## config.mk

```make
export PLATFORM = sky130hd
export DESIGN_NAME = fp_add
export DESIGN_NICKNAME = d
export VERILOG_FILES = /design/src/rtl/fp_add.sv
export SDC_FILE = /design/constraint.sdc
export NUM_CORES = 1
export LEC_CHECK = 0
export BUFFER_PORTS_ARGS = -buffer_cell sky130_fd_sc_hd__buf_2
export CORE_UTILIZATION = 50
export DETAILED_ROUTE_END_ITERATION = 8
export HOLD_SLACK_MARGIN = 0.03
export PLACE_DENSITY = 0.69
export SLEW_MARGIN = 30
export SYNTH_ARGS = -nofsm -noshare
export SYNTH_HDL_FRONTEND = slang
export SYNTH_SLANG_ARGS = --single-unit
```

## constraint.sdc

```tcl
create_clock -name clk -period 13 [get_ports clk]
set_clock_uncertainty 0.05 [all_clocks]
set_input_delay 2.6 -clock clk [delete_from_list [all_inputs] [get_ports clk]]
set_output_delay 2.6 -clock clk [all_outputs]
set_load 0.05 [all_outputs]
```

## src/rtl/fp_add.sv

```systemverilog
// fp_add: 2-stage pipelined IEEE-754 binary32 adder, round-to-nearest-even, 2-cycle latency.
// Define FP_ADD_DENORM_EN for subnormal support; otherwise inputs/results below 2^-126 flush to zero.
module fp_add (
   input  logic        clk,
   input  logic        rst,
   input  logic        in_valid,
   input  logic [31:0] a,
   input  logic [31:0] b,
   output logic        out_valid,
   output logic [31:0] result
);
`ifdef FP_ADD_DENORM_EN
   localparam bit DEN = 1'b1;
`else
   localparam bit DEN = 1'b0;
`endif
   logic        v0_q, v0_d, v1_q, v1_d, out_valid_q, out_valid_d;
   logic [31:0] a_q, a_d, b_q, b_d, spec_val_q, spec_val_d, result_q, result_d;
   logic        spec_q, spec_d, sign_q, sign_d, zsign_q, zsign_d;
   logic [7:0]  exp_q, exp_d;
   logic [27:0] sum_q, sum_d;
   logic        a_nan, b_nan, a_inf, b_inf, a_hid, b_hid, swap;
   logic [7:0]  ea, eb, el, es, d;
   logic [23:0] sa, sb, sig_l, sig_s;
   logic [49:0] ext;
   logic [26:0] al;
   logic [4:0]  lz;
   logic [9:0]  lim, sh, e_n, e_r;
   logic [26:0] norm;
   logic [24:0] rnd;
   logic [23:0] man;
   logic        inc;
   always_comb begin
      v0_d = in_valid;
      a_d = a;
      b_d = b;
      a_nan = &a_q[30:23] & |a_q[22:0];
      b_nan = &b_q[30:23] & |b_q[22:0];
      a_inf = &a_q[30:23] & ~|a_q[22:0];
      b_inf = &b_q[30:23] & ~|b_q[22:0];
      a_hid = |a_q[30:23];
      b_hid = |b_q[30:23];
      // subnormals live at effective exponent 1; in flush mode exponent-0 inputs become zero
      ea = (DEN && !a_hid) ? 8'd1 : a_q[30:23];
      eb = (DEN && !b_hid) ? 8'd1 : b_q[30:23];
      sa = (DEN || a_hid) ? {a_hid, a_q[22:0]} : 24'd0;
      sb = (DEN || b_hid) ? {b_hid, b_q[22:0]} : 24'd0;
      swap = {eb, sb} > {ea, sa};
      el = swap ? eb : ea;
      es = swap ? ea : eb;
      sig_l = swap ? sb : sa;
      sig_s = swap ? sa : sb;
      d = el - es;
      ext = {sig_s, 26'd0} >> d;
      al = (d >= 8'd26) ? {26'd0, |sig_s} : {ext[49:24], ext[23] | |ext[22:0]};
      sum_d = (a_q[31] ^ b_q[31]) ? {1'b0, sig_l, 3'd0} - {1'b0, al} : {1'b0, sig_l, 3'd0} + {1'b0, al};
      v1_d = v0_q;
      exp_d = el;
      sign_d = swap ? b_q[31] : a_q[31];
      zsign_d = a_q[31] & b_q[31];
      spec_d = a_nan | b_nan | a_inf | b_inf;
      spec_val_d = (a_nan | b_nan | (a_inf & b_inf & (a_q[31] ^ b_q[31]))) ? 32'h7fc00000
                 : a_inf ? {a_q[31], 8'hff, 23'd0} : {b_q[31], 8'hff, 23'd0};
   end
   always_comb begin
      lz = 5'd27;
      for (int i = 0; i < 27; i++) if (sum_q[i]) lz = 5'(26 - i);
      // with subnormals, stop the left shift at exponent 1 so the result denormalizes
      lim = {2'b0, exp_q} - 10'd1;
      sh = (DEN && lim < 10'(lz)) ? lim : 10'(lz);
      norm = sum_q[27] ? {sum_q[27:2], |sum_q[1:0]} : sum_q[26:0] << sh;
      e_n = sum_q[27] ? {2'b0, exp_q} + 10'd1 : {2'b0, exp_q} - sh;
      inc = norm[2] & (norm[1] | norm[0] | norm[3]);
      rnd = {1'b0, norm[26:3]} + {24'd0, inc};
      man = rnd[24] ? rnd[24:1] : rnd[23:0];
      e_r = e_n + {9'd0, rnd[24]};
      out_valid_d = v1_q;
      result_d = !v1_q ? result_q
               : spec_q ? spec_val_q
               : ~|sum_q ? {zsign_q, 31'd0}
               : ($signed(e_r) > 10'sd254) ? {sign_q, 8'hff, 23'd0}
               : DEN ? {sign_q, man[23] ? e_r[7:0] : 8'd0, man[22:0]}
               : ($signed(e_r) < 10'sd1) ? {sign_q, 31'd0}
               : {sign_q, e_r[7:0], man[22:0]};
   end
   always_ff @(posedge clk) begin
      if (rst) begin
         v0_q <= 1'b0;
         v1_q <= 1'b0;
         out_valid_q <= 1'b0;
         result_q <= 32'd0;
      end else begin
         v0_q <= v0_d;
         v1_q <= v1_d;
         out_valid_q <= out_valid_d;
         result_q <= result_d;
      end
      a_q <= a_d;
      b_q <= b_d;
      exp_q <= exp_d;
      sum_q <= sum_d;
      sign_q <= sign_d;
      zsign_q <= zsign_d;
      spec_q <= spec_d;
      spec_val_q <= spec_val_d;
   end
   assign out_valid = out_valid_q;
   assign result = result_q;
endmodule

```

# Word-level counts from Yosys, hierarchy flattened
# Index checks and enable logic that the tools add are counted.
# classes
shift,2
n_mux,44
n_addsub,7
n_reduce_logical,12
magnitude_cmp,4
n_bitwise,16
# ops
cell,n
two-way mux 5 bit,26
two-way mux 24 bit,4
two-way mux 32 bit,3
OR reduction 23 bit,3
two-way mux 31 bit,2
two-way mux 27 bit,2
right shift 50 x 8 -> 50 bit,1
> comparator 32 bit,1
adder 27 x 27 -> 28 bit,1
two-way mux 28 bit,1
OR reduction 28 bit,1
subtractor 27 x 27 -> 28 bit,1
<< shifter 27 x 5 -> 27 bit,1
adder 24 x 1 -> 25 bit,1
OR reduction 24 bit,1
two-way mux 23 bit,1
two-way mux 8 bit,2
AND reduction 8 bit,2
OR reduction 8 bit,2
adder 10 x 1 -> 10 bit,1
"> comparator 10 x 9 -> 1 bit, second input constant",1
"less-than comparator 10 x 2 -> 1 bit, second input constant",1
two-way mux 10 bit,1
"adder 8 x 1 -> 9 bit, second input constant",1
9 further kinds,24
# totals
regBits,170
input_bits,67

# Longest topological paths before layout
# depth
word_depth,39
mapped_depth,52
mapped_depth_nobuf,44

# Worst setup path after synthesis
# Ideal clock, no wire load.
# synth_timing
kind,flip-flop to flip-flop
from,register a_q[25]
to,register sum_q[27]
required_time_ns,12.828
arrival_ns,9.086
path_buffers,9
setup_ns,0.122
slack_ns,3.742
period_less_slack_ns,9.258
path_stages_with_launch,49
cell_sequence,dfxtp_1 -> nor4_1 -> nand2_1 -> clkbuf_1 -> clkbuf_1 -> buf_1 -> nand2_1 -> ha_1 -> a21o_1 -> a21oi_1 -> o221ai_1 -> o31a_2 -> nor2_2 -> buf_4 -> buf_2 -> clkbuf_1 -> mux2i_1 -> ha_1 -> (+13 left out) -> o21bai_1 -> a21oi_1 -> o21bai_1 -> a21oi_1 -> o21bai_1 -> a21oi_1 -> o21bai_1 -> a21oi_1 -> o21bai_1 -> a21oi_1 -> o21bai_1 -> a211oi_1 -> o31ai_1 -> a21oi_1 -> o21ai_0 -> a2111oi_0 -> a211o_1 -> a21oi_1
# synth_between
elab_chain_cells,11
# synth_rtl
element,line_no,text
"start, declared",18,"logic [31:0] a_q, a_d, b_q, b_d, spec_val_q, spec_val_d, result_q, result_d;"
"start signal, assigned",98,a_q <= a_d;
OR reduction 8 bit,41,a_hid = |a_q[30:23];
two-way mux 24 bit,46,"sa = (DEN || a_hid) ? {a_hid, a_q[22:0]} : 24'd0;"
> comparator 32 bit,48,"swap = {eb, sb} > {ea, sa};"
two-way mux 8 bit (on tied branches),"49, 50",
subtractor 8 bit,53,d = el - es;
right shift 50 x 8 -> 50 bit,54,"ext = {sig_s, 26'd0} >> d;"
OR reduction 23 bit,55,"al = (d >= 8'd26) ? {26'd0, |sig_s} : {ext[49:24], ext[23] | |ext[22:0]};"
bitwise OR 1 bit,55,
two-way mux 27 bit,55,
adder 27 x 27 -> 28 bit or subtractor 27 x 27 -> 28 bit (tied branches),56,"sum_d = (a_q[31] ^ b_q[31]) ? {1'b0, sig_l, 3'd0} - {1'b0, al} : {1'b0, sig_l, 3'd0} + {1'b0, al};"
two-way mux 28 bit (*),56,
named net sum_d[27],21,"logic [27:0] sum_q, sum_d;"
"end signal, assigned",101,sum_q <= sum_d;
"end, declared",21,
# Mark *: on every way through the listed nets, which the timed path passes. The rest lies on a longest branch.
# A chain may end at the register's enable or synchronous reset.

# Worst setup path in the final report
# layout_timing
from,register b_q[28]
to,register sum_q[27]
# layout_between
elab_chain_cells,11
# layout_rtl
element,line_no,text
"start, declared",18,
"start signal, assigned",99,b_q <= b_d;
OR reduction 8 bit,42,b_hid = |b_q[30:23];
two-way mux 24 bit,47,"sb = (DEN || b_hid) ? {b_hid, b_q[22:0]} : 24'd0;"
> comparator 32 bit,48,
two-way mux 8 bit (on tied branches),"49, 50",
subtractor 8 bit,53,
right shift 50 x 8 -> 50 bit,54,
OR reduction 23 bit,55,
bitwise OR 1 bit,55,
two-way mux 27 bit,55,
adder 27 x 27 -> 28 bit or subtractor 27 x 27 -> 28 bit (tied branches),56,
two-way mux 28 bit (*),56,
named net sum_d[27],21,
# Marks and branches as above.

==> impl_metrics.tcl <==
set metrics [dict create \
    status "complete, no violations" \
    cp_common_cell "a21oi_1" \
    finalHoldViolations 0 \
    synthesis.area_um2 14100 \
    yosysTopAreaCell "dfxtp_1" \
    hpwl_mm 34.2 \
    post_drt_wl_per_cell_um 19.9 \
    cp-start-kind "flip-flop" \
    whs_ps 384 \
    powerDensity_nw_per_um2 154 \
    cts.path.max_buffers 2 \
    die_area_um2 28900 \
    place_inst 2257 \
    clkLatencyLatePin_ps 450 \
    p_leak_uw 0.00649 \
    period_needed_ps 10840 \
    cts-root-buf "clkbuf_16" \
    pin_count 100 \
    path_clk_slew_ps 70 \
    yosys_warnings 0 \
    period_share 0.834 \
    ctsHoldBuffers 0 \
    synth.yosys.seq_area_share 0.199 \
    fillers 2725 \
    vias 14600 \
    synth_seq_cells 140 \
    arrival_ps 11110 \
    port_buffers 99 \
    required_ps 13270 \
    nNetsFinal 2060 \
    yosysUniqueCellTypes 98 \
    hp-class "flip-flop to flip-flop" \
    finalNonFillerCells 2289 \
    cp_slowest_cell "clkinv_1" \
    relSlewSlack 0.352 \
    post_synth.cell_area_avg_um2 7.48 \
    max-vdd-ir-drop_mv 0.0751 \
    synth_area_leaders "dfxtp_1 (20%), ha_1 (8.2%), nand2_1 (6.0%), mux4_2 (5.7%), mux2i_1 (5.7%)" \
    post-cts-setup-buffer-count 0 \
    grt_max_degree 70 \
    yosys_most_used_dff "dfxtp_1" \
    setup_violations 0 \
    place_congestion 1.01 \
    max_cap_viol_count 0 \
    die_w_um 170 \
    drt-vias-per-instance 6.38 \
    synth_top_cells_by_count "nand2_1 (225), nor2_1 (171), dfxtp_1 (140)" \
    clock.fmax_ghz 0.0923 \
    drtIter0Drc 1843 \
    synth.most_common_cell "nand2_1" \
    numCtsBuffers 17 \
    fp.coreArea_um2 27800 \
    rsz0062_at_grt "no" \
    rows 61 \
    cts_tree "done" \
    final_max_slew_viol_count 0 \
    synthCells 1886 \
    grt_pass1_vias 13400 \
    cts_max_level 4 \
    cts_num_sinks 140 \
    synth_edf_count 0 \
    crit_path_max_incr_delay_ps 850 \
    critPathMaxFanout 42 \
    drcViolationCount 0 \
    antenna_cells 0 \
    fin_setup_tns_ps 0 \
    ant_nets 0 \
    async_flop_share 0 \
    grt_overflow 0 \
    firstDrtPassIters 8 \
    synth_nets 2048 \
    antenna_found_initial 0 \
    grt.total_usage 0.314 \
    grt_pass1_wl_mm 71.9 \
    synth_top_area_frac 0.199 \
    tightest_slew_ps 966 \
    drive_gt1_frac 0.130 \
    cts_resized 0 \
    start_util 0.508 \
    crit_path_end_kind "flip-flop" \
    criticalPathCategory "flip-flop to flip-flop" \
    area_growth_pct 8.18 \
    wl_mm 45.5 \
    die_height_um 170 \
]
## power breakdown
group,leakage (uW),switching (uW),internal (uW),total [uW]
registers,0.00117,115,484,599
logic,0.00503,761,485,1250
clock network,0.000291,211,292,502
## state kept, by name (all words and copies together), names as in the netlist
register,cells
a_q,32
b_q,32
exp_q,8
out_valid,1
out_valid_d,1
result,32
sign_q,1
spec_q,1
spec_val_q,2
sum_q,28
v0_q,1
zsign_q,1
## cells by family after synthesis
group | Yosys count | synth area share
adders and majority gates | 95 | 0.0853
and+or+nand+nor | 710 | 0.241
muxes | 135 | 0.129
DFF | 140 | 0.199
AOI/OAI and AO/OA | 525 | 0.243
buffers and inverters | 223 | 0.0670
xor gates and xnor gates | 58 | 0.0365
## metal layers
layer | vias to the layer above | share of wire | global-route usage | routed length, um
li1 | 6923 | - | - | -
met3 | 140 | 0.074 | 0.0449 | 3380
met2 | 762 | 0.46 | 0.512 | 20900
met1 | 6778 | 0.42 | 0.402 | 19100
met4 | 0 | 0.047 | 0.162 | 2150
met5 | - | 0 | 0 | 0
## through the flow
step | total power [uW] | cell area, um2 | utilization | worst slack [ps]
floorplan | 1520 | 14100 | - | 3740
global placement | 1810 | 14700 | 0.528 | 2950
detailed placement | 1820 | 14700 | 0.528 | 2630
CTS | 2320 | 15300 | 0.549 | 2540
global route | 2480 | 15300 | 0.550 | 1500
finish | 2350 | 15300 | 0.550 | 2160
## cell type report
| class | count | area [um2] | area share |
|---|---|---|---|
| clock inverter | 13 | 150 | 0.00983 |
| inverter | 97 | 369 | 0.0242 |
| sequential | 140 | 2800 | 0.184 |
| timing repair buffer | 119 | 646 | 0.0423 |
| tap | 378 | 473 | 0.0310 |
| clock buffer | 19 | 443 | 0.0290 |
| multi-input combinational | 1523 | 10400 | 0.680 |
## worst paths after layout
path	start	end	slack, ps	cells past startpoint
worst max-delay path	b_q[28]	sum_q[27]	2160	40
worst max register to register	b_q[28]	sum_q[27]	2160	40
worst min register to register	v0_q	out_valid_d	380	1
worst min-delay path	v0_q	out_valid_d	380	1
## critical path, delay by kind of cell, from the launching register on
family,cells,cell delay [ps]
AOI/OAI and AO/OA,22,4650
muxes,4,1450
and+or+nand+nor,6,1410
adders and majority gates,4,1390
buffers and inverters,4,1320
DFF,1,390
## layout by cell type (no fill, tap or decap), types with 36 or more instances in the layout
master	synthesis	routed
dfxtp_1	140	140
nor2_1	171	171
buf_2	25	99
nand2_1	225	225
and2_1	38	38
mux4_2	36	36
nor3_1	50	50
o21ai_0	121	121
ha_1	93	91
nor4_1	39	39
a21oi_1	132	132
mux2i_1	80	80
nand3_1	62	62
inv_1	93	92
(Power assumes the default switching activity.)
